==> src/rtl/noc_params.sv <==
// ----------------------------------------------------------------------------
// noc_params
// Shared router parameters: port count, VCs per port, index widths and the
// output-port encoding used by every router block.
// ----------------------------------------------------------------------------
package noc_params;

    localparam int PORT_NUM  = 5;
    localparam int VC_NUM    = 4;
    localparam int VC_SIZE   = $clog2(VC_NUM);
    localparam int PORT_SIZE = $clog2(PORT_NUM);

    typedef enum logic [PORT_SIZE-1:0] {
        LOCAL,
        NORTH,
        SOUTH,
        WEST,
        EAST
    } port_t;

endpackage

==> src/rtl/vc_allocator_if.sv <==
// ----------------------------------------------------------------------------
// input_block2vc_allocator
// Request/grant bundle between the input blocks and the VC allocator.
//   out_port   : requested output port per upstream (port, VC)
//   vc_request : request for a downstream VC per upstream (port, VC)
//   vc_new     : allocated downstream VC index (meaningful only with vc_valid)
//   vc_valid   : grant per upstream (port, VC)
// Modports: input_block (requesting side), vc_allocator (granting side).
// ----------------------------------------------------------------------------
interface input_block2vc_allocator;
    import noc_params::*;

    port_t [PORT_NUM-1:0][VC_NUM-1:0]              out_port;
    logic  [PORT_NUM-1:0][VC_NUM-1:0]              vc_request;
    logic  [PORT_NUM-1:0][VC_NUM-1:0][VC_SIZE-1:0] vc_new;
    logic  [PORT_NUM-1:0][VC_NUM-1:0]              vc_valid;

    modport input_block (
        output out_port,
        output vc_request,
        input  vc_new,
        input  vc_valid
    );

    modport vc_allocator (
        input  out_port,
        input  vc_request,
        output vc_new,
        output vc_valid
    );

endinterface

==> src/rtl/vc_allocator.sv <==
// ----------------------------------------------------------------------------
// vc_allocator
// Separable input-first VC allocator. Each cycle every input port picks one
// requesting VC round-robin (only requests whose target port still has a free
// downstream VC qualify), then every output port picks one of the input-port
// candidates aimed at it round-robin. The winner gets the lowest-index free
// downstream VC of its target port. Downstream VC availability is tracked here:
// a grant consumes a VC, an idle indication on a consumed VC frees it again.
//
// Ports:
//   clk                  : clock, all state on its rising edge
//   rst                  : synchronous active-low reset
//   idle_downstream_vc_i : downstream VC [port][vc] has drained and is idle
//   ib_if                : request/grant bundle (vc_allocator modport)
// ----------------------------------------------------------------------------
module vc_allocator
    import noc_params::*;
(
    input  logic                             clk,
    input  logic                             rst,
    input  logic [PORT_NUM-1:0][VC_NUM-1:0]  idle_downstream_vc_i,
    input_block2vc_allocator.vc_allocator    ib_if
);

    // Index of the lowest set bit (0 when empty; callers qualify with OR).
    function automatic logic [VC_SIZE-1:0] lowest_set(input logic [VC_NUM-1:0] vec);
        lowest_set = '0;
        for (int d = VC_NUM - 1; d >= 0; d--) begin
            if (vec[d]) begin
                lowest_set = VC_SIZE'(d);
            end
        end
    endfunction

    // First set bit at or after ptr, wrapping modulo VC_NUM.
    function automatic logic [VC_SIZE-1:0] rr_vc(input logic [VC_NUM-1:0] vec,
                                                 input logic [VC_SIZE-1:0] ptr);
        logic found;
        int   idx;
        rr_vc = ptr;
        found = 1'b0;
        for (int i = 0; i < VC_NUM; i++) begin
            idx = (int'(ptr) + i) % VC_NUM;
            if (!found && vec[idx]) begin
                rr_vc = VC_SIZE'(idx);
                found = 1'b1;
            end
        end
    endfunction

    // First set bit at or after ptr, wrapping modulo PORT_NUM.
    function automatic logic [PORT_SIZE-1:0] rr_ip(input logic [PORT_NUM-1:0] vec,
                                                   input logic [PORT_SIZE-1:0] ptr);
        logic found;
        int   idx;
        rr_ip = ptr;
        found = 1'b0;
        for (int i = 0; i < PORT_NUM; i++) begin
            idx = (int'(ptr) + i) % PORT_NUM;
            if (!found && vec[idx]) begin
                rr_ip = PORT_SIZE'(idx);
                found = 1'b1;
            end
        end
    endfunction

    // State
    logic [PORT_NUM-1:0][VC_NUM-1:0]    avail_q,  avail_d;
    logic [PORT_NUM-1:0][VC_SIZE-1:0]   vc_ptr_q, vc_ptr_d;
    logic [PORT_NUM-1:0][PORT_SIZE-1:0] ip_ptr_q, ip_ptr_d;

    // Per output port availability summary
    logic [PORT_NUM-1:0]                port_free;
    logic [PORT_NUM-1:0][VC_SIZE-1:0]   first_free;

    // Input stage results
    logic [PORT_NUM-1:0]                in_win_valid;
    logic [PORT_NUM-1:0][VC_SIZE-1:0]   in_win_vc;
    logic [PORT_NUM-1:0][PORT_NUM-1:0]  in_win_oh;     // candidate's target, one-hot

    // Output stage results
    logic [PORT_NUM-1:0]                out_win_valid;
    logic [PORT_NUM-1:0][PORT_SIZE-1:0] out_win_ip;

    // Final grant per input port
    logic [PORT_NUM-1:0]                grant;
    logic [PORT_NUM-1:0][VC_SIZE-1:0]   grant_vc_new;

    genvar gi;

    generate
        for (gi = 0; gi < PORT_NUM; gi++) begin : g_avail
            assign port_free[gi]  = |avail_q[gi];
            assign first_free[gi] = lowest_set(avail_q[gi]);
        end

        for (gi = 0; gi < PORT_NUM; gi++) begin : g_in
            logic [VC_NUM-1:0]               req_vec;
            logic [VC_NUM-1:0][PORT_NUM-1:0] tgt_oh;

            // Decoding the target to one-hot keeps out-of-range encodings from
            // ever qualifying a request.
            always_comb begin
                for (int v = 0; v < VC_NUM; v++) begin
                    tgt_oh[v] = '0;
                    for (int o = 0; o < PORT_NUM; o++) begin
                        if (int'(ib_if.out_port[gi][v]) == o) begin
                            tgt_oh[v][o] = 1'b1;
                        end
                    end
                    req_vec[v] = ib_if.vc_request[gi][v] && (|(tgt_oh[v] & port_free));
                end
            end

            assign in_win_valid[gi] = |req_vec;
            assign in_win_vc[gi]    = rr_vc(req_vec, vc_ptr_q[gi]);
            assign in_win_oh[gi]    = tgt_oh[in_win_vc[gi]];
        end

        for (gi = 0; gi < PORT_NUM; gi++) begin : g_out
            logic [PORT_NUM-1:0] req_vec;

            always_comb begin
                for (int p = 0; p < PORT_NUM; p++) begin
                    req_vec[p] = in_win_valid[p] && in_win_oh[p][gi];
                end
            end

            assign out_win_valid[gi] = |req_vec;
            assign out_win_ip[gi]    = rr_ip(req_vec, ip_ptr_q[gi]);
        end

        for (gi = 0; gi < PORT_NUM; gi++) begin : g_grant
            logic [PORT_NUM-1:0] won;
            logic [VC_SIZE-1:0]  new_vc;

            always_comb begin
                won    = '0;
                new_vc = '0;
                for (int o = 0; o < PORT_NUM; o++) begin
                    won[o] = out_win_valid[o] && (int'(out_win_ip[o]) == gi) && in_win_oh[gi][o];
                    if (in_win_oh[gi][o]) begin
                        new_vc = first_free[o];
                    end
                end
            end

            // Grants are suppressed while reset is held.
            assign grant[gi]        = rst && (|won);
            assign grant_vc_new[gi] = new_vc;
        end
    endgenerate

    // Outputs: vc_new is don't-care wherever vc_valid is low.
    always_comb begin
        ib_if.vc_valid = '0;
        ib_if.vc_new   = 'x;
        for (int p = 0; p < PORT_NUM; p++) begin
            if (grant[p]) begin
                ib_if.vc_valid[p][in_win_vc[p]] = 1'b1;
                ib_if.vc_new[p][in_win_vc[p]]   = grant_vc_new[p];
            end
        end
    end

    // Next state. Recovery looks at avail_q, so a VC consumed this cycle is
    // never restored by the same edge.
    always_comb begin
        avail_d  = avail_q;
        vc_ptr_d = vc_ptr_q;
        ip_ptr_d = ip_ptr_q;
        for (int o = 0; o < PORT_NUM; o++) begin
            if (out_win_valid[o]) begin
                avail_d[o][first_free[o]] = 1'b0;
                ip_ptr_d[o] = (out_win_ip[o] == PORT_SIZE'(PORT_NUM - 1)) ?
                              '0 : out_win_ip[o] + PORT_SIZE'(1);
            end
            avail_d[o] = avail_d[o] | (~avail_q[o] & idle_downstream_vc_i[o]);
        end
        // The input pointer advances even if the candidate loses downstream.
        for (int p = 0; p < PORT_NUM; p++) begin
            if (in_win_valid[p]) begin
                vc_ptr_d[p] = (in_win_vc[p] == VC_SIZE'(VC_NUM - 1)) ?
                              '0 : in_win_vc[p] + VC_SIZE'(1);
            end
        end
    end

    always_ff @(posedge clk) begin
        if (!rst) begin
            avail_q  <= '1;
            vc_ptr_q <= '0;
            ip_ptr_q <= '0;
        end else begin
            avail_q  <= avail_d;
            vc_ptr_q <= vc_ptr_d;
            ip_ptr_q <= ip_ptr_d;
        end
    end

endmodule

==> src/flat_wrapper.sv <==
// flat-port wrapper written by rule: the top's interface ports become plain ports
module vc_allocator_flat import noc_params::*;
  (clk, rst, idle_downstream_vc_i, ib_if_out_port, ib_if_vc_request, ib_if_vc_new, ib_if_vc_valid);
  input_block2vc_allocator ib_if_i ();
  input  logic clk;
  input  logic rst;
  input  logic [PORT_NUM-1:0][VC_NUM-1:0] idle_downstream_vc_i;
  input wire logic [$bits(ib_if_i.out_port)-1:0] ib_if_out_port;
  input wire logic [$bits(ib_if_i.vc_request)-1:0] ib_if_vc_request;
  output wire logic [$bits(ib_if_i.vc_new)-1:0] ib_if_vc_new;
  output wire logic [$bits(ib_if_i.vc_valid)-1:0] ib_if_vc_valid;
  assign ib_if_i.out_port = ib_if_out_port;
  assign ib_if_i.vc_request = ib_if_vc_request;
  assign ib_if_vc_new = ib_if_i.vc_new;
  assign ib_if_vc_valid = ib_if_i.vc_valid;
  vc_allocator u_core (.clk(clk), .rst(rst), .idle_downstream_vc_i(idle_downstream_vc_i), .ib_if(ib_if_i));
endmodule
==> config.mk <==
export PLATFORM = sky130hd
export DESIGN_NAME = vc_allocator_flat
export DESIGN_NICKNAME = d
export VERILOG_FILES = /design/src/rtl/noc_params.sv /design/src/rtl/vc_allocator_if.sv /design/src/rtl/vc_allocator.sv /design/src/flat_wrapper.sv
export SDC_FILE = /design/constraint.sdc
export NUM_CORES = 1
export LEC_CHECK = 0
export ABC_CLOCK_PERIOD_IN_PS = 7200
export CAP_MARGIN = 10
export CELL_PAD_IN_SITES_DETAIL_PLACEMENT = 2
export CELL_PAD_IN_SITES_GLOBAL_PLACEMENT = 2
export CORE_MARGIN = 2
export CORE_UTILIZATION = 30
export CTS_CLUSTER_DIAMETER = 40
export CTS_CLUSTER_SIZE = 12
export DETAILED_ROUTE_END_ITERATION = 7
export GPL_TIMING_DRIVEN = 0
export PLACE_DENSITY_LB_ADDON = 0.1
export REMOVE_ABC_BUFFERS = 1
export SYNTH_ARGS = -nofsm -noshare
export SYNTH_HDL_FRONTEND = slang
export SYNTH_SLANG_ARGS = --single-unit
==> constraint.sdc <==
create_clock -name clk -period 7.2 [get_ports clk]
set_clock_uncertainty 0.05 [all_clocks]
set_input_delay 1.08 -clock clk [delete_from_list [all_inputs] [get_ports clk]]
set_output_delay 1.08 -clock clk [all_outputs]
set_load 0.01 [all_outputs]
==> summary.txt <==
Run status
  – Status: complete, but fails checks
  – Failing checks: setup timing

Floorplan
  – Core Area: 44300 µm²
  – Die Y: approximately 220 µm
  – Die width: between 200 and 250 µm
  – Die area: 46700 µm²
  – Starting Density: just over 30%
  – FP Rows: 77
  – I/O Pins: between 150 and 200

Pwr
  – Combinational share of power: 90.5%
  – Sw frac: 56.7%
  – Clock network power share: under 10%
  – Leakage: 8.00 nW
  – Power per cell area: ~430 nW/µm²
  – Reg power frac: roughly 5.7%
  – Maximum vdd drop: between 0.00015 and 0.0002 V
  – Sw power: between 4 and 5 mW
  – Internal power: ~3.8 mW

Drt
  – WL per Instance: 27.7 µm
  – First-pass DRT Iterations: 5
  – Via density: 6.26
  – Total number of vias: 18200
  – Routed Antenna Nets: 0
  – Initial DRC Count: ~1100
  – DRC Markers: 0
  – Total routed wirelength: between 80000 and 90000 µm

Yosys
  – Post-synth ARST share: 0%
  – Synth top area share: about an eighth
  – Most instantiated cells after synthesis: 205 x nand2_1, 150 x nor2_1, 135 x ha_1
  – EDFF count, synth: 0
  – Synthesized area per cell: a little under 7 µm²
  – Area contributors post-synth: ha_1 13%, dfxtp_1 6.7%, nand2_1 5.7%, a21oi_1 4.6%, nor2_1 4.2%
  – Top_reg_cell synth: dfxtp_1
  – Post-synth top area cell: ha_1
  – Sequential area share after synthesis: between 6 and 7%
  – Distinct cells, synth: 106
  – Synthesized cell area: ~13000 µm²
  – Register bit total from synthesis: 45
  – Cell count after synthesis: 1975
  – YS warnings: 0
  – Most common cell in the netlist: nand2_1

Clocking
  – Clk buf depth: 2
  – CTS clk-pin slew, worst paths: ~0.090 ns
  – Worst skew pair latency: 0.35 ns
  – Cts bufs inserted: 5
  – H-tree Lvls: 2
  – Clock sinks: 45
  – CTS tree: done
  – Clk root buf: clkbuf_16

STA
  – Crit path time final: 8.14 ns
  – Max-slew violation count: 0
  – Final setup vio count: 20
  – Final worst slack: -0.942 ns
  – Max-slew headroom: between 15 and 20%
  – Worst-Margin Slew: 1.24 ns
  – Fin crit share: 113%
  – Final TNS setup: -15.74 ns
  – Fmax: roughly 120 MHz
  – RSZ-0062 raised after global routing: true
  – Final Hold Violating Endpoints: 0

Worst setup path
  – WP data arrival: 7.01 ns
  – Setup crit end kind: primary output
  – Critical path buffer and inverter count: 9
  – Critical path peak fanout: 8
  – Max incr delay on CP: about 0.7 ns
  – CP delay by family, top: compound AO/OA/AOI/OAI gates
  – Setup Crit Path Kind: reg -> out
  – Reg2Reg Depth: 25
  – Startpoint Class: flip-flop
  – WP data required: between 6 and 7 ns
  – Levels on crit path: 28
  – Slowest stage cell on the critical path: or4_4

Min path
  – Hold Path Depth: 2
  – Worst hold path type: reg -> reg

GRT
  – Initial antenna violation count: 1
  – Global route overflow: 0
  – Vias in the first global route: ~19000
  – First-pass GRT wire length: around 120000 µm
  – GRT Overall Usage: between 30% and 40%
  – Largest net degree at the start of global routing: 67

Placement
  – Post-Place Worst Slack: -3.07 ns
  – Routability congestion estimate: around 0.89
  – DP HPWL: 54000 µm
  – Placed Area: about 16000 µm²
  – Port buffer count: roughly 160

Cells and area
  – Fin area: roughly 20000 µm²
  – Synth-to-Final Area Change: 50.3%
  – Final net count: between 2000 and 3000
  – Ratio of cells with drive above 1 in the final layout: approximately a third
  – Fin util: 45.7%
  – Fill cells: a little over 5000
  – Ant. Diodes: 0

Job
  – Max-cap viol count: 0
## worst register-to-register path, delay by kind of cell, from the launching register on
kind            cells  cell delay, ns
fa+ha+maj           2            0.45
buf+inv             7            1.17
compound gates     13            3.30
flops               1            0.35
simple gates        3            1.04
## final cells by class
class / count / area, µm² / share of cell area, %
Timing Repair Buffer: 406 / 3480 / 17.2
Tap cell: 592 / 741 / 3.65
Clock buffer: 6 / 129 / 0.636
Clock inverter: 2 / 38.8 / 0.191
Inverter: 128 / 514 / 2.54
Sequential cell: 45 / 953 / 4.70
Multi-Input combinational cell: 1735 / 14400 / 71.1
## sequential cells by signal, indices dropped and copies added (netlist names)
register / cells
u_core.avail_q: 20
u_core.ip_ptr_q: 15
u_core.vc_ptr_q: 10
## final timing paths
path                                        start                                to  slack [ns]
hold / removal    u_core.ip_ptr_q[1]$_SDFFE_PN0N_   u_core.ip_ptr_q[1]$_SDFFE_PN0N_        0.54
setup reg to reg     u_core.avail_q[3]$_SDFF_PN1_  u_core.ip_ptr_q[11]$_SDFFE_PN0N_        0.77
setup / recovery     u_core.avail_q[3]$_SDFF_PN1_                ib_if_vc_valid[14]       -0.94
hold reg to reg   u_core.ip_ptr_q[1]$_SDFFE_PN0N_   u_core.ip_ptr_q[1]$_SDFFE_PN0N_        0.54
## through the flow
| step | total power, mW | hold slack (ns) | cells |
|---|---|---|---|
| 3_3_place_gp | 5.60 | 0.474 | 2660 |
| 5_1_grt | 9.27 | 0.574 | 2914 |
| 4_1_cts | 7.61 | 0.525 | 2841 |
| 6_report | 8.72 | 0.544 | 2914 |
| 3_5_place_dp | 5.80 | 0.491 | 2665 |
| 2_1_floorplan | 4.12 | 0.440 | 1907 |
## kinds of logic (layout without fill, tap and decap cells)
kind of cell	after synthesis	in the layout	synth area share, %
xor gates and xnor gates	50	50	3.25
muxes	65	65	5.13
buffers and inverters	196	542	5.71
and+or+nand+nor	831	831	32.1
adders and majority gates	137	137	12.7
AOI/OAI and AO/OA	651	652	34.4
DFF	45	45	6.68
## power by group through the flow
stage                     logic [mW]  registers (mW)  clock network [mW]
after floorplan                 3.70           0.424                   0
after global placement          5.11           0.485                   0
after detailed placement        5.30           0.498                   0
after CTS                       6.79           0.491               0.332
after global routing            8.43           0.512               0.333
final                           7.89           0.499               0.327
## cells in the final DEF (no fill, tap or decap), types with 15 or more instances in the layout
| cell | instances |
|---|---|
| nor3_1 | 62 |
| o22ai_2 | 15 |
| inv_1 | 107 |
| nor2_1 | 139 |
| nand4_1 | 16 |
| and2_1 | 52 |
| nand2b_1 | 35 |
| o21ai_0 | 88 |
| mux2i_1 | 39 |
| a21oi_1 | 97 |
| a21oi_2 | 21 |
| o22ai_1 | 18 |
| nor3b_1 | 24 |
| a31oi_1 | 25 |
| dfxtp_1 | 27 |
| dlygate4sd2_1 | 25 |
| nor2b_1 | 37 |
| nand2_1 | 189 |
| buf_4 | 216 |
| a21o_1 | 22 |
| clkdlybuf4s50_1 | 87 |
| nand3_2 | 15 |
| buf_6 | 20 |
| nor3b_2 | 17 |
| o21a_1 | 17 |
| o211ai_1 | 20 |
| xnor2_1 | 37 |
| buf_2 | 21 |
| nand3_1 | 52 |
| ha_1 | 118 |
## what timing repair did
action	in CTS	in global routing
hold buffers	0	0
gates resized for setup	579	160
setup endpoints to repair	54	20
cloned	1	0
pin swaps	143	85
buffers inserted	168	75
## routing by layer
layer / vias to the layer above / wire length (µm) / track usage, %
met5: - / 0 / 0
met4: 0 / 3880 / 11.3
met3: 212 / 4120 / 3.47
met2: 620 / 39400 / 55.7
met1: 9268 / 33200 / 39.3
li1: 8132 / - / -
Power figures use the tool's default switching activity.
